===== config.mk =====
export PLATFORM = sky130hd
export DESIGN_NAME = ibex_wb_stage_rf
export DESIGN_NICKNAME = d
export VERILOG_FILES = /design/src/rtl/ibex_wb_stage_rf.sv
export SDC_FILE = /design/constraint.sdc
export NUM_CORES = 1
export LEC_CHECK = 0
export CORE_UTILIZATION = 38
export CTS_BUF_LIST = sky130_fd_sc_hd__clkbuf_4
export CTS_CLUSTER_SIZE = 10
export DETAILED_ROUTE_END_ITERATION = 12
export GPL_TIMING_DRIVEN = 0
export PLACE_DENSITY = 0.94
export SLEW_MARGIN = 25
export SYNTH_ARGS = -nofsm -noshare
export SYNTH_HDL_FRONTEND = slang
export SYNTH_SLANG_ARGS = --single-unit
export TNS_END_PERCENT = 50

===== constraint.sdc =====
create_clock -name clk_i -period 1.9 [get_ports clk_i]
set_input_delay 0.38 -clock clk_i [delete_from_list [all_inputs] [get_ports clk_i]]
set_output_delay 0.38 -clock clk_i [all_outputs]
set_load 0.05 [all_outputs]

===== src/rtl/ibex_wb_stage_rf.sv =====
// Writeback stage feeding the flip-flop register file write port.
// Holds one retiring instruction, merges ALU or late load data into a single write strobe.
module ibex_wb_stage_rf #(
    parameter int unsigned DataWidth         = 32,
    parameter bit          RV32E             = 1'b0,
    parameter bit          DummyInstructions = 1'b0
) (
    input  logic                 clk_i,
    input  logic                 rst_ni,

    input  logic                 en_wb_i,
    input  logic [4:0]           wb_rd_i,
    input  logic [DataWidth-1:0] wb_wdata_i,
    input  logic                 wb_we_i,
    input  logic                 wb_load_i,
    input  logic                 wb_dummy_i,
    output logic                 ready_wb_o,

    input  logic                 lsu_resp_valid_i,
    input  logic [DataWidth-1:0] lsu_rdata_i,
    input  logic                 lsu_err_i,

    output logic [4:0]           rf_waddr_o,
    output logic [DataWidth-1:0] rf_wdata_o,
    output logic                 rf_we_o,
    output logic                 dummy_instr_wb_o,

    output logic                 fwd_valid_o,
    output logic [4:0]           fwd_rd_o,
    output logic [DataWidth-1:0] fwd_data_o,

    output logic                 instr_done_wb_o,
    output logic                 err_o
);

    typedef enum logic [1:0] {
        IDLE      = 2'd0,
        ALU       = 2'd1,
        WAIT_LOAD = 2'd2
    } wb_state_e;

    wb_state_e            state_q, state_d;

    logic [4:0]           rd_p1;
    logic [DataWidth-1:0] wdata_p1;
    logic                 we_p1;
    logic                 load_p1;
    logic                 dummy_p1;

    logic                 in_wait;
    logic                 retiring;
    logic                 accept;
    logic                 spurious_resp;
    logic                 rv32e_bad;
    logic                 load_err;
    logic                 wr;
    logic                 dummy_ok;

    // ---- Stage boundary: EX -> WB capture register ----
    always_ff @(posedge clk_i or negedge rst_ni) begin
        if (!rst_ni) begin
            state_q  <= IDLE;
            rd_p1    <= '0;
            wdata_p1 <= '0;
            we_p1    <= 1'b0;
            load_p1  <= 1'b0;
            dummy_p1 <= 1'b0;
        end else begin
            state_q <= state_d;
            if (accept) begin
                rd_p1    <= wb_rd_i;
                wdata_p1 <= wb_wdata_i;
                we_p1    <= wb_we_i;
                load_p1  <= wb_load_i;
                dummy_p1 <= wb_dummy_i & DummyInstructions;
            end
        end
    end

    assign in_wait       = (state_q == WAIT_LOAD);
    assign ready_wb_o    = !in_wait || lsu_resp_valid_i;
    assign retiring      = (state_q == ALU) || (in_wait && lsu_resp_valid_i);
    assign accept        = en_wb_i && ready_wb_o;
    // A response outside WAIT_LOAD (including one orphaned by reset) is only flagged.
    assign spurious_resp = lsu_resp_valid_i && !in_wait;

    always_comb begin
        state_d = state_q;
        unique case (state_q)
            IDLE:      state_d = IDLE;
            ALU:       state_d = IDLE;
            WAIT_LOAD: state_d = lsu_resp_valid_i ? IDLE : WAIT_LOAD;
            default:   state_d = IDLE;
        endcase
        if (accept) begin
            state_d = wb_load_i ? WAIT_LOAD : ALU;
        end
    end

    // ---- Stage boundary: WB -> register file write port ----
    assign rv32e_bad = RV32E && retiring && we_p1 && rd_p1[4];
    assign load_err  = load_p1 && lsu_err_i;
    assign wr        = retiring && we_p1 && !load_err && !rv32e_bad;
    assign dummy_ok  = DummyInstructions && dummy_p1;

    assign rf_we_o          = wr && ((rd_p1 != 5'd0) || dummy_ok);
    assign rf_waddr_o       = rd_p1;
    assign rf_wdata_o       = load_p1 ? lsu_rdata_i : wdata_p1;
    assign dummy_instr_wb_o = rf_we_o && dummy_ok;

    // Dummy writes to x0 must never become visible to ID.
    assign fwd_valid_o = rf_we_o && (rd_p1 != 5'd0);
    assign fwd_rd_o    = rd_p1;
    assign fwd_data_o  = rf_wdata_o;

    assign instr_done_wb_o = retiring;
    assign err_o           = spurious_resp || rv32e_bad;

endmodule

## Word level (Yosys, flattened, before mapping)

Index checks and enable logic that the tools add are counted.
Widths: inputs -> output; s select.

- Equal/unequal tests: 2
- Multiplexer cells: 5
- Reductions and logical operators: 13

Operator list:

| kind | count |
|---|---|
| $mux 32 | 1 |
| $logic_and 1x1->1 | 8 |
| $mux 2 | 4 |
| $reduce_bool 5->1 | 1 |
| $eq 2x1->1 const B | 1 |
| $eq 2x2->1 const B | 1 |
| $logic_not 1->1 | 2 |
| $logic_or 1x1->1 | 2 |

- Word-level logic and storage cells: 25
- Register bits: 41
- Input bits: 77
- Output and inout port bits: 80

## Longest topological paths before layout

- Word-level depth: 7
- Gate-level depth with buffers: 5

## Worst setup path before layout

No wires, ideal clock.

- Path type: flip-flop to output port
- Start: register state_q[0]
- End: output rf_we_o
- Setup slack: -976 ps
- Stages on the path, launching flop included: 5
- Data arrival time: 2,496 ps
- Buffers on the path: 1
- Data required time: 1,520 ps
- Cell sequence: dfrtp_1 > inv_1 > o21ai_0 > o2111a_1 > buf_4

- Word-level cells in the longest chain between the ends: 6

Ends and longest elaborated chain:

| what | line | RTL |
|---|---|---|
| start, declared | 42 | `wb_state_e state_q, state_d;` |
| start signal, assigned | 69 | `state_q <= state_d;` |
| $eq 2x2->1 | 80 | `assign in_wait = (state_q == WAIT_LOAD);` |
| $logic_and 1x1->1 | 82 | `assign retiring = (state_q == ALU) \|\| (in_wait && lsu_resp_valid_i);` |
| $logic_or 1x1->1 (*) | 82 |  |
| named net instr_done_wb_o | 32 | `output logic instr_done_wb_o,` |
| $logic_and 1x1->1 (*) (2 in a row) | 103 | `assign wr = retiring && we_p1 && !load_err && !rv32e_bad;` |
| $logic_and 1x1->1 (*) | 106 | `assign rf_we_o = wr && ((rd_p1 != 5'd0) \|\| dummy_ok);` |
| end, declared | 25 | `output logic rf_we_o,` |

The timed path passes the listed nets; every way through them passes the cells marked *.

## Worst setup path after layout

- Start: register rd_p1[3], in the netlist fwd_rd_o[3]
- End: output rf_we_o

- Word-level cells in the longest chain between the ends: 2

Ends and longest elaborated chain:

| what | line | RTL |
|---|---|---|
| start, declared | 44 | `logic [4:0] rd_p1;` |
| start signal, assigned | 71 | `rd_p1 <= wb_rd_i;` |
| $reduce_bool 5->1 | 106 |  |
| $logic_and 1x1->1 | 106 |  |

Every way passes these cells.

==> PnR_summary.wiki <==
{| class="wikitable"
! Metric !! Value
|-
| Result of the run || finished with violations
|-
| Failing checks || setup timing
|-
| CP Launch Type || flip-flop
|-
| Worst reg2reg path depth || 4
|-
| Combinational group share of total power || between 60 and 70%
|-
| Clock-pin slew on the worst setup and hold paths || around 0.12 ns
|-
| Number of clock buffers inserted by TritonCTS || 5
|-
| Endpoint class of the critical path || primary output
|-
| Portion of total power attributed to the clock network || 13.4%
|-
| MaxCap Viol Count || 0
|-
| Via count || about 1900
|-
| Portion of total power attributed to sequential cells || around 26%
|-
| Setup Crit Path Kind || flip-flop to primary output
|-
| Number of nets in the layout || ~420
|-
| Initial antenna violation count || 0
|-
| Global router's overall resource usage || between 10% and 20%
|-
| Register-to-Register Setup Slack || 0.34 ns
|-
| Warnings, synthesis || 0
|-
| Worst slew pin tran || between 0.5 and 0.6 ns
|-
| Switching power summed over all nets || between 1500 and 2000 uW
|-
| Slew HR || about two thirds
|-
| Count of port buffers added during placement || around 150
|-
| Total number of H-tree levels || 2
|-
| Per-cell via count in the routed design || roughly 4.6
|-
| Total non-filler cell area in the finished layout || 4540 um2
|-
| Detailed Routing Iterations Pass 1 || 3
|-
| HPWL after detailed placement || 4.99 mm
|-
| Internal || between 2000 and 2500 uW
|-
| Top cell type's share of synthesized area || 41.8%
|-
| Core box area || 6060 um2
|-
| Final WL || roughly 6.7 mm
|-
| Most numerous cell types in the synthesized netlist || 41 x dfrtp_1, 39 x buf_4, 39 x mux2_4
|-
| F_max || 0.454 GHz
|-
| Via count of the first global-routing pass || 1939
|-
| Fraction of layout cells with a size suffix above 1 || between 60% and 70%
|-
| Final weighted congestion of routability-driven global placement || between 0.7 and 0.8
|-
| Routed Antenna Nets || 0
|-
| Filler-free cell count of the finished design || 420
|-
| Area added between synthesis and finish || 84.8%
|-
| Share of synthesized registers carrying an async set or reset || between 90% and 100%
|-
| Final worst clock skew || 0.0108 ns
|-
| Post-synth design cell area || 2460 um2
|-
| Post-synth cell types || 18
|-
| Multi-input logic area || between 1000 and 1500 um2
|-
| Post-synth net total || about 250
|-
| Synthesized flop and latch total || between 40 and 50
|-
| Number of slew-limit violations in the final report || 0
|-
| Static leakage power || between 0.002 and 0.0025 uW
|-
| Buffer depth of the longest clock path || 2
|-
| Layout filler cell count || between 400 and 500
|-
| Number of placed I/O pins || 157
|-
| Antenna cell count || 0
|-
| DRC violation count after routing || 0
|-
| Horiz. Die Dim || roughly 80 um
|-
| Total placed instance area || between 4000 and 5000 um2
|-
| Final global-route overflow total || 0
|-
| Avg Inst Size Synth || 14.3 um2
|-
| Maximum number of pins on one net before global-route repair || 27
|-
| Insertion delay to the later sink of the worst-skew pair || about 0.34 ns
|-
| Power density over the cells || 921 nW/um2
|-
| Cells after synthesis || 172
|-
| Global-route wire length before repair || 9.04 mm
|-
| Critical register-to-register path endpoint || fwd_rd_o[2]$_DFFE_PN0P_
|-
| Area occupied by registers || between 1000 and 1500 um2
|-
| Cell taking the most area after synthesis || dfrtp_1
|-
| Seq/Total Area, Yosys || a little over two fifths
|-
| Die area || roughly 6800 um2
|-
| Clock tree sinks || 41
|-
| Worst reg2reg startpoint || state_q[0]$_DFF_PN0_
|-
| Die Y || around 80 um
|-
| Clock root buffer || clkbuf_4
|-
| Iteration-0 DRC count of the detailed router || 28
|-
| Top post-synthesis cells by area || dfrtp_1 42%, mux2_4 24%, mux2_2 15%
|-
| Worst path setup slack after routing || -0.302 ns
|-
| Required time at the endpoint of the critical path || between 1.5 and 2 ns
|-
| VDD IR max || 594 uV
|-
| Cell total after placement || about 400
|-
| Clock tree from TritonCTS || done
|-
| Critical path peak fanout || 2
|-
| Final cycle utilization of the critical path || 116%
|-
| Data arrival, critical path || ~1.8 ns
|-
| Fraction of power spent switching nets || about two fifths
|-
| Most instantiated library cell after synthesis || dfrtp_1
|-
| Min Clock Period, post-route || around 2.2 ns
|-
| Number of hold violations in the final report || 0
|-
| Wire length per cell || between 15 and 20 um
|-
| Final count of negative-setup-slack endpoints || 67
|-
| Ys flop type || dfrtp_1
|-
| Starting Density || around 40%
|-
| Hold/Removal Path Class || input port to async pin
|-
| Unrepaired setup endpoints after global routing || true
|-
| Standard-cell rows || 28
|-
| Number of enable-type register cells in the synthesized netlist || 0
|}
-- repair_timing --
action,4_1_cts,5_1_grt
resized for setup,270,222
cloned,0,3
hold buffers,1,0
setup endpoints to repair,79,67
setup buffers,4,3
pin swaps,1,2
endpoints found under the hold margin,15,0
-- layout by cell type, fill, tap and decap left out --
master and count:
clkdlybuf4s50_1 74, mux2_4 65, buf_6 43, dfrtp_1 37, buf_4 36, buf_8 21, buf_2 20, mux2_2 6
buf_12 6, clkbuf_4 6, dlygate4sd2_1 6, nand2_1 3, clkbuf_16 3, dfrtp_2 3, clkdlybuf4s15_2 2, or3b_4 1
nand2_8 1, nor2_1 1, inv_1 1, nand3b_1 1, o21ai_2 1, a21boi_0 1, or4_1 1, o2111a_2 1
conb_1 1, clkinv_2 1, bufinv_16 1, dlygate4sd3_1 1, dfrtp_4 1
-- kinds of logic (layout without fill, tap and decap cells) --
kind of cell	after synthesis	after routing	share of synthesized area (%)
AO/OA/AOI/OAI	3	3	0.968
buffers and inverters	48	221	16.1
multiplexers	71	71	38.5
AND/OR/NAND/NOR	8	8	2.50
other	1	1	0.153
flip-flops	41	41	41.8
-- registers in the layout, summed over array words and instances (netlist names) --
| signal | cells |
|---|---|
| we_p1 | 1 |
| load_p1 | 1 |
| fwd_rd_o | 5 |
| wdata_p1 | 32 |
| state_q | 2 |
-- power groups by stage --
| stage | combinational, uW | clock (uW) | sequential [uW] |
|---|---|---|---|
| global route | 2630 | 614 | 1090 |
| finish | 2540 | 562 | 1080 |
| floorplan | 1520 | 0 | 1100 |
| CTS | 2150 | 580 | 1070 |
| detailed placement | 2290 | 0 | 1080 |
| global placement | 2240 | 0 | 1070 |
-- worst max path at each step --
| stage | startpoint | endpoint | slack (ns) |
|---|---|---|---|
| floorplan | fwd_rd_o[0]$_DFFE_PN0P_ | rf_we_o | -0.09 |
| global placement | rst_ni | fwd_rd_o[2]$_DFFE_PN0P_ | -0.74 |
| detailed placement | load_p1$_DFFE_PN0P_ | rf_wdata_o[28] | -0.75 |
| CTS | fwd_rd_o[0]$_DFFE_PN0P_ | rf_we_o | -0.35 |
| global route | fwd_rd_o[3]$_DFFE_PN0P_ | rf_we_o | -0.36 |
| finish | fwd_rd_o[3]$_DFFE_PN0P_ | rf_we_o | -0.30 |
-- critical path, stage by stage (launching register included) --
cell and delay, ns:
dfrtp_2 0.42, or4_1 0.52, o2111a_2 0.28, buf_6 0.12
buf_8 0.14
-- layer usage --
metal / vias to the layer above / global-route usage (%) / wire (um)
met5: - / 0 / 0
met4: 0 / 4.56 / 65
met3: 6 / 4.73 / 482
met2: 90 / 37.1 / 3750
met1: 928 / 17.5 / 2400
li1: 903 / - / -
-- per-stage QoR --
step | utilization (%) | worst slack, ns | hold WS, ns | power (uW) | setup TNS, ns
after floorplan | - | -0.0888 | 0.0844 | 2620 | -0.108
after global placement | 67.7 | -0.739 | 0.490 | 3320 | -67.55
after detailed placement | 68.0 | -0.746 | 0.321 | 3370 | -43.97
after CTS | 66.8 | -0.346 | 0.471 | 3800 | -13.00
after global routing | 74.9 | -0.358 | 0.502 | 4340 | -12.98
final | 74.9 | -0.302 | 0.479 | 4180 | -9.74
-- area by class of cell --
class                   count  share of cell area [%]
repair buffers            166                    38.1
multi-input cells          83                    25.1
flip-flops and latches     41                    22.8
plain buffers              46                    10.2
well taps                  75                    2.07
clock buffers               6                   0.992
clock inverters             2                   0.772
inverters                   1                  0.0827
Power figures use the tool's default switching activity.
